===== src/rtl/fmul_arbiter.sv =====
// Round-robin arbiter sharing one pipelined fmul among NREQ requesters.
// Define FMUL_ARB_FLAGS_EN to carry ovf/unf through the response FIFOs.
module fmul_arbiter #(
    parameter int NREQ       = 2,
    parameter int LATENCY    = 3,
    parameter int RESP_DEPTH = 4
) (
    input  logic                 sys_clk,
    input  logic                 rst,
    input  logic [NREQ-1:0]      req_valid,
    output logic [NREQ-1:0]      req_ready,
    input  logic [32*NREQ-1:0]   req_x1,
    input  logic [32*NREQ-1:0]   req_x2,
    output logic [NREQ-1:0]      resp_valid,
    input  logic [NREQ-1:0]      resp_ready,
    output logic [32*NREQ-1:0]   resp_y,
    output logic [NREQ-1:0]      resp_ovf,
    output logic [NREQ-1:0]      resp_unf,
    output logic                 fmul_valid,
    output logic [31:0]          fmul_x1,
    output logic [31:0]          fmul_x2,
    input  logic [31:0]          fmul_y,
    input  logic                 fmul_ovf,
    input  logic                 fmul_unf,
    input  logic                 fmul_out_valid,
    output logic                 err
);

    localparam int IDW = (NREQ > 1) ? $clog2(NREQ) : 1;
    localparam int CW  = $clog2(RESP_DEPTH + 1);
    localparam int AW  = $clog2(RESP_DEPTH);
`ifdef FMUL_ARB_FLAGS_EN
    localparam int EW  = 34;
`else
    localparam int EW  = 32;
`endif

    logic [NREQ-1:0] w_elig;
    logic [NREQ-1:0] w_gnt;
    logic            w_any;
    logic [IDW-1:0]  w_gid;
    logic [31:0]     w_x1;
    logic [31:0]     w_x2;
    logic [IDW-1:0]  r_ptr;
    logic [EW-1:0]   w_wdata;

    logic [LATENCY:0] r_tv;
    logic [IDW-1:0]   r_tid [LATENCY+1];
    logic             r_err;
    logic             r_fv;
    logic [31:0]      r_fx1;
    logic [31:0]      r_fx2;

    // Rotating priority search starting at r_ptr, wrapping at NREQ.
    always_comb begin
        int s;
        logic [IDW-1:0] idx;
        w_any = 1'b0;
        w_gid = '0;
        w_gnt = '0;
        w_x1  = '0;
        w_x2  = '0;
        s     = 0;
        idx   = '0;
        for (int k = 0; k < NREQ; k++) begin
            s = int'(r_ptr) + k;
            if (s >= NREQ) s = s - NREQ;
            idx = IDW'(s);
            if (!w_any && w_elig[idx]) begin
                w_any = 1'b1;
                w_gid = idx;
                w_x1  = req_x1[32*s +: 32];
                w_x2  = req_x2[32*s +: 32];
            end
        end
        if (w_any) w_gnt[w_gid] = 1'b1;
    end

    assign req_ready = w_gnt;

    always_ff @(posedge sys_clk) begin
        if (rst) begin
            r_ptr <= '0;
            r_fv  <= 1'b0;
            r_fx1 <= '0;
            r_fx2 <= '0;
        end else begin
            r_fv <= w_any;
            if (w_any) begin
                r_fx1 <= w_x1;
                r_fx2 <= w_x2;
                r_ptr <= (w_gid == IDW'(NREQ - 1)) ? '0 : w_gid + IDW'(1);
            end
        end
    end

    assign fmul_valid = r_fv;
    assign fmul_x1    = r_fx1;
    assign fmul_x2    = r_fx2;

    // Last tag stage lines up with fmul_out_valid.
    always_ff @(posedge sys_clk) begin
        if (rst) begin
            r_tv <= '0;
            for (int k = 0; k <= LATENCY; k++) r_tid[k] <= '0;
            r_err <= 1'b0;
        end else begin
            r_tv     <= {r_tv[LATENCY-1:0], w_any};
            r_tid[0] <= w_gid;
            for (int k = 1; k <= LATENCY; k++) r_tid[k] <= r_tid[k-1];
            if (fmul_out_valid != r_tv[LATENCY]) r_err <= 1'b1;
        end
    end

    assign err = r_err;

`ifdef FMUL_ARB_FLAGS_EN
    assign w_wdata = {fmul_ovf, fmul_unf, fmul_y};
`else
    logic w_unused_flags;
    assign w_unused_flags = fmul_ovf ^ fmul_unf;
    assign w_wdata = fmul_y;
`endif

    for (genvar i = 0; i < NREQ; i++) begin : g_req
        logic [AW:0]     r_wp;
        logic [AW:0]     r_rp;
        logic [CW-1:0]   r_out;
        logic [EW-1:0]   r_mem [RESP_DEPTH];
        logic            w_empty;
        logic            w_full;
        logic            w_push;
        logic            w_pop;
        logic [EW-1:0]   w_head;

        assign w_empty = (r_wp == r_rp);
        assign w_full  = (r_wp[AW] != r_rp[AW]) &&
                         (r_wp[AW-1:0] == r_rp[AW-1:0]);
        assign w_pop   = resp_ready[i] && !w_empty;
        assign w_push  = r_tv[LATENCY] &&
                         (r_tid[LATENCY] == IDW'(i)) &&
                         (!w_full || w_pop);
        assign w_elig[i] = !rst && req_valid[i] &&
                           (r_out < CW'(RESP_DEPTH));

        // Credits cover both in-flight tags and FIFO occupancy.
        always_ff @(posedge sys_clk) begin
            if (rst) begin
                r_wp  <= '0;
                r_rp  <= '0;
                r_out <= '0;
            end else begin
                if (w_push) r_wp <= r_wp + (AW+1)'(1);
                if (w_pop)  r_rp <= r_rp + (AW+1)'(1);
                unique case ({w_gnt[i], w_pop})
                    2'b10:   r_out <= r_out + CW'(1);
                    2'b01:   r_out <= r_out - CW'(1);
                    default: r_out <= r_out;
                endcase
            end
        end

        always_ff @(posedge sys_clk) begin
            if (w_push) r_mem[r_wp[AW-1:0]] <= w_wdata;
        end

        assign w_head        = r_mem[r_rp[AW-1:0]];
        assign resp_valid[i] = !w_empty;
        assign resp_y[32*i +: 32] = w_empty ? 32'd0 : w_head[31:0];
`ifdef FMUL_ARB_FLAGS_EN
        assign resp_ovf[i] = !w_empty && w_head[33];
        assign resp_unf[i] = !w_empty && w_head[32];
`endif
    end

`ifndef FMUL_ARB_FLAGS_EN
    assign resp_ovf = '0;
    assign resp_unf = '0;
`endif

endmodule

===== config.mk =====
export PLATFORM = sky130hd
export DESIGN_NAME = fmul_arbiter
export DESIGN_NICKNAME = d
export VERILOG_FILES = /design/src/rtl/fmul_arbiter.sv
export SDC_FILE = /design/constraint.sdc
export NUM_CORES = 1
export LEC_CHECK = 0
export ABC_AREA = 1
export BUFFER_PORTS_ARGS = -buffer_cell sky130_fd_sc_hd__buf_2
export CAP_MARGIN = 20
export CORE_AREA = 4 4 238 240
export DETAILED_ROUTE_END_ITERATION = 7
export DIE_AREA = 0 0 242 244
export PLACE_DENSITY_LB_ADDON = 0.1
export SETUP_SLACK_MARGIN = 0.15
export SLEW_MARGIN = 20
export SYNTH_ARGS = -nofsm -noshare
export SYNTH_HDL_FRONTEND = slang
export SYNTH_SLANG_ARGS = --single-unit

===== constraint.sdc =====
create_clock -name sys_clk -period 2.6 [get_ports sys_clk]
set_clock_uncertainty 0.1 [all_clocks]
set_input_delay 0.52 -clock sys_clk [delete_from_list [all_inputs] [get_ports sys_clk]]
set_output_delay 0.52 -clock sys_clk [all_outputs]
set_load 0.03 [all_outputs]

==> run metrics <==
area leader, netlist edfxtp_1; Top delay family on crit path buffers and inverters; Longest Clk Path Bufs 3; Critical path buffers and inverters 5; wire length per cell 19.4 µm; GRT overflow 0; Cell Area, Synth 16200 µm²; biggest cell delay along the critical path 0.38 ns; largest net degree at the start of global routing 130; first-pass GRT wire length 76800 µm; share of layout cells above drive strength 1 37.2%; DRT Pass-1 Iters 5; Final HPWL DP 29100 µm; crit-path cells clkinvlp_4 -> buf_12 -> clkbuf_16 -> nor2_1 -> o22ai_1 -> nand2_4 -> inv_2 -> buf_6; filler cell count 5312; Die Ht 244 µm; Post-Synthesis Cells 1665; Yosys reg bits 352; sequential fraction of the synthesis area 59.3%; Max Slew Vio Count 0; non-filler cells, final 2759; Sink Count 352; Slew @ Worst Pin 0.839 ns; vias per inst 4.67; Slowest-stage cell, CP dfxtp_4; antenna violations before repair 18; post-synth top area share 47.5%; crit share post-route 97.8%; final worst path period need 2.54 ns; worst hold margin 0.120 ns; Setup Crit Path Kind flop to output port; Worst EP required 1.98 ns; hold_buf cts 0; fmax 393 MHz; Slew Limit Headroom 44.0%; LEAKAGE 9.28 nW; top-level I/O count 307; Peak VDD IR 525 µV; IO buf count 300; average size of a mapped cell 9.73 µm²; Place WS 0.108 ns; Min-Delay Path Class input port to flop; WL final 53500 µm; vias in the first global route 12600; DR iter-0 viols 694; final net count 2203; CTS root buf clkbuf_16; clk_lat worst skew 0.58 ns; CTS buffer count 43; Post-Place Cells 2606; Die Wd 242 µm; Seq. cell area 9660 µm²; RSZ-0062 raised after global routing true; starting density of the core 29.6%; Ys Warns 0; multi-input logic area 6470 µm²; Hold Fails Final Rpt 0; drc violations 0; crit path capture type output port; Tot GR Track Use 16.8%; Synth area leaders edfxtp_1 (47%), dfxtp_1 (12%), nand2_1 (9.8%), mux2i_1 (7.9%), nor2_1 (5.5%); Routed Antenna Nets 0; fin worst setup slack 0.0578 ns; Synth cell types 27; status finished clean; H-Tree Depth 2; WP data arrival 1.92 ns; Worst setup SP type flop; crit-path max FO 6; power per standard cell area 710 nW/µm²; routability cong. 0.759; # rows 86; final setup violation count 0; die outline area 59000 µm²; TritonCTS clock tree yes; via count 12900; core footprint 54700 µm²; Worst-path clk slew 0.06 ns; Layout area overhead 38.9%; max-cap viol count 0
[cell usage after synthesis, drive strengths merged]
library cell and count:
o22ai 64, mux2i 128, buf 67, nand3b 2
edfxtp 256, o21ai 136, dfxtp 96, conb 1
nand2 425, nor2 288, clkbuf 36, nand3 14
ha 12, xor2 5, fa 2, inv 113
a21oi 18, nand4 2
[per-stage QoR]
stage	instance area [µm²]	utilization, %	setup TNS [ns]	total power [mW]
5_1_grt	22500	41.2	-0.400	16.7
3_3_place_gp	18600	34.1	0	9.05
3_5_place_dp	18600	34.1	0	9.08
2_1_floorplan	16200	-	-28.68	8.14
6_report	22500	41.2	0	16.0
4_1_cts	21500	39.4	0	15.8
[repair_timing]
action                                  4_1_cts  5_1_grt
endpoints found under the setup margin       67       69
resized for setup                           302      206
pin swaps                                    43       62
buffers inserted                             25       18
cloned                                       17       13
[cell families after synthesis]
kind of cell,share of synthesized area [%]
mux,7.91
xor+xnor,0.270
other cells,0.0231
buf+inv,6.04
fa+ha+maj,1.17
simple gates,18.0
flops,59.3
compound gates,7.23
[routing by layer]
metal	track usage, %	part of all wire, %
met1	19.8	40
met2	29.0	49
met3	5.88	7.5
met5	0	0.30
met4	4.66	2.8
[cell type report]
type | count | share of cell area [%]
clock buffer | 59 | 5.14
timing repair buffer | 410 | 16.4
inverter | 113 | 2.03
antenna | 4 | 0.0445
clock inverter | 17 | 0.789
multi-input combinational | 1100 | 28.7
sequential | 352 | 42.9
tap | 704 | 3.91
[placed cells by master (no fill, tap or decap), types with 16 or more instances in the layout]
cell | Yosys | final
nor2_1 | 239 | 197
dfxtp_1 | 96 | 79
buf_2 | 40 | 233
a21oi_1 | 18 | 16
clkbuf_16 | 0 | 54
buf_12 | 0 | 28
o21ai_1 | 0 | 18
inv_1 | 111 | 44
o21ai_0 | 136 | 116
buf_16 | 0 | 17
nor2_2 | 49 | 66
buf_4 | 14 | 42
edfxtp_1 | 256 | 256
mux2i_1 | 128 | 112
mux2i_2 | 0 | 16
inv_2 | 1 | 58
o22ai_2 | 0 | 31
nand2_1 | 423 | 364
o22ai_1 | 64 | 33
nor2_4 | 0 | 25
buf_6 | 8 | 73
nand2_4 | 0 | 36
nand2_2 | 2 | 25
[final timing paths]
| kind | startpoint | to | slack, ns | cells past startpoint |
|---|---|---|---|---|
| max | flop | resp_y[16] | 0.06 | 8 |
| min | fmul_y[2] | g_req[1].r_mem[3][2]$_DFFE_PP_ | 0.12 | 1 |
| max reg2reg | g_req[0].r_wp[2]$_SDFFE_PP0N_ | g_req[0].r_out[2]$_SDFFE_PP0P_ | 0.40 | 13 |
| min reg2reg | r_tid[2]$_SDFF_PP0_ | r_tid[3]$_SDFF_PP0_ | 0.30 | 2 |
[report_power, final]
group / internal [mW] / total, mW / switching (mW) / leakage (nW)
Clock: 3.33 / 5.76 / 2.43 / 0.646
Sequential: 6.17 / 6.26 / 0.0950 / 3.11
Combinational: 1.61 / 3.95 / 2.34 / 5.53
Total: 11.1 / 16.0 / 4.86 / 9.28
[registers in the layout (all words and copies together) (netlist names), named ones only]
| name | flops |
|---|---|
| err | 1 |
| fmul_x1 | 32 |
| fmul_x2 | 32 |
| g_req.r_mem | 256 |
| g_req.r_out | 6 |
| g_req.r_rp | 6 |
| g_req.r_wp | 6 |
| r_ptr | 1 |
| r_tid | 4 |
| r_tv | 4 |
(Power assumes the default switching activity.)
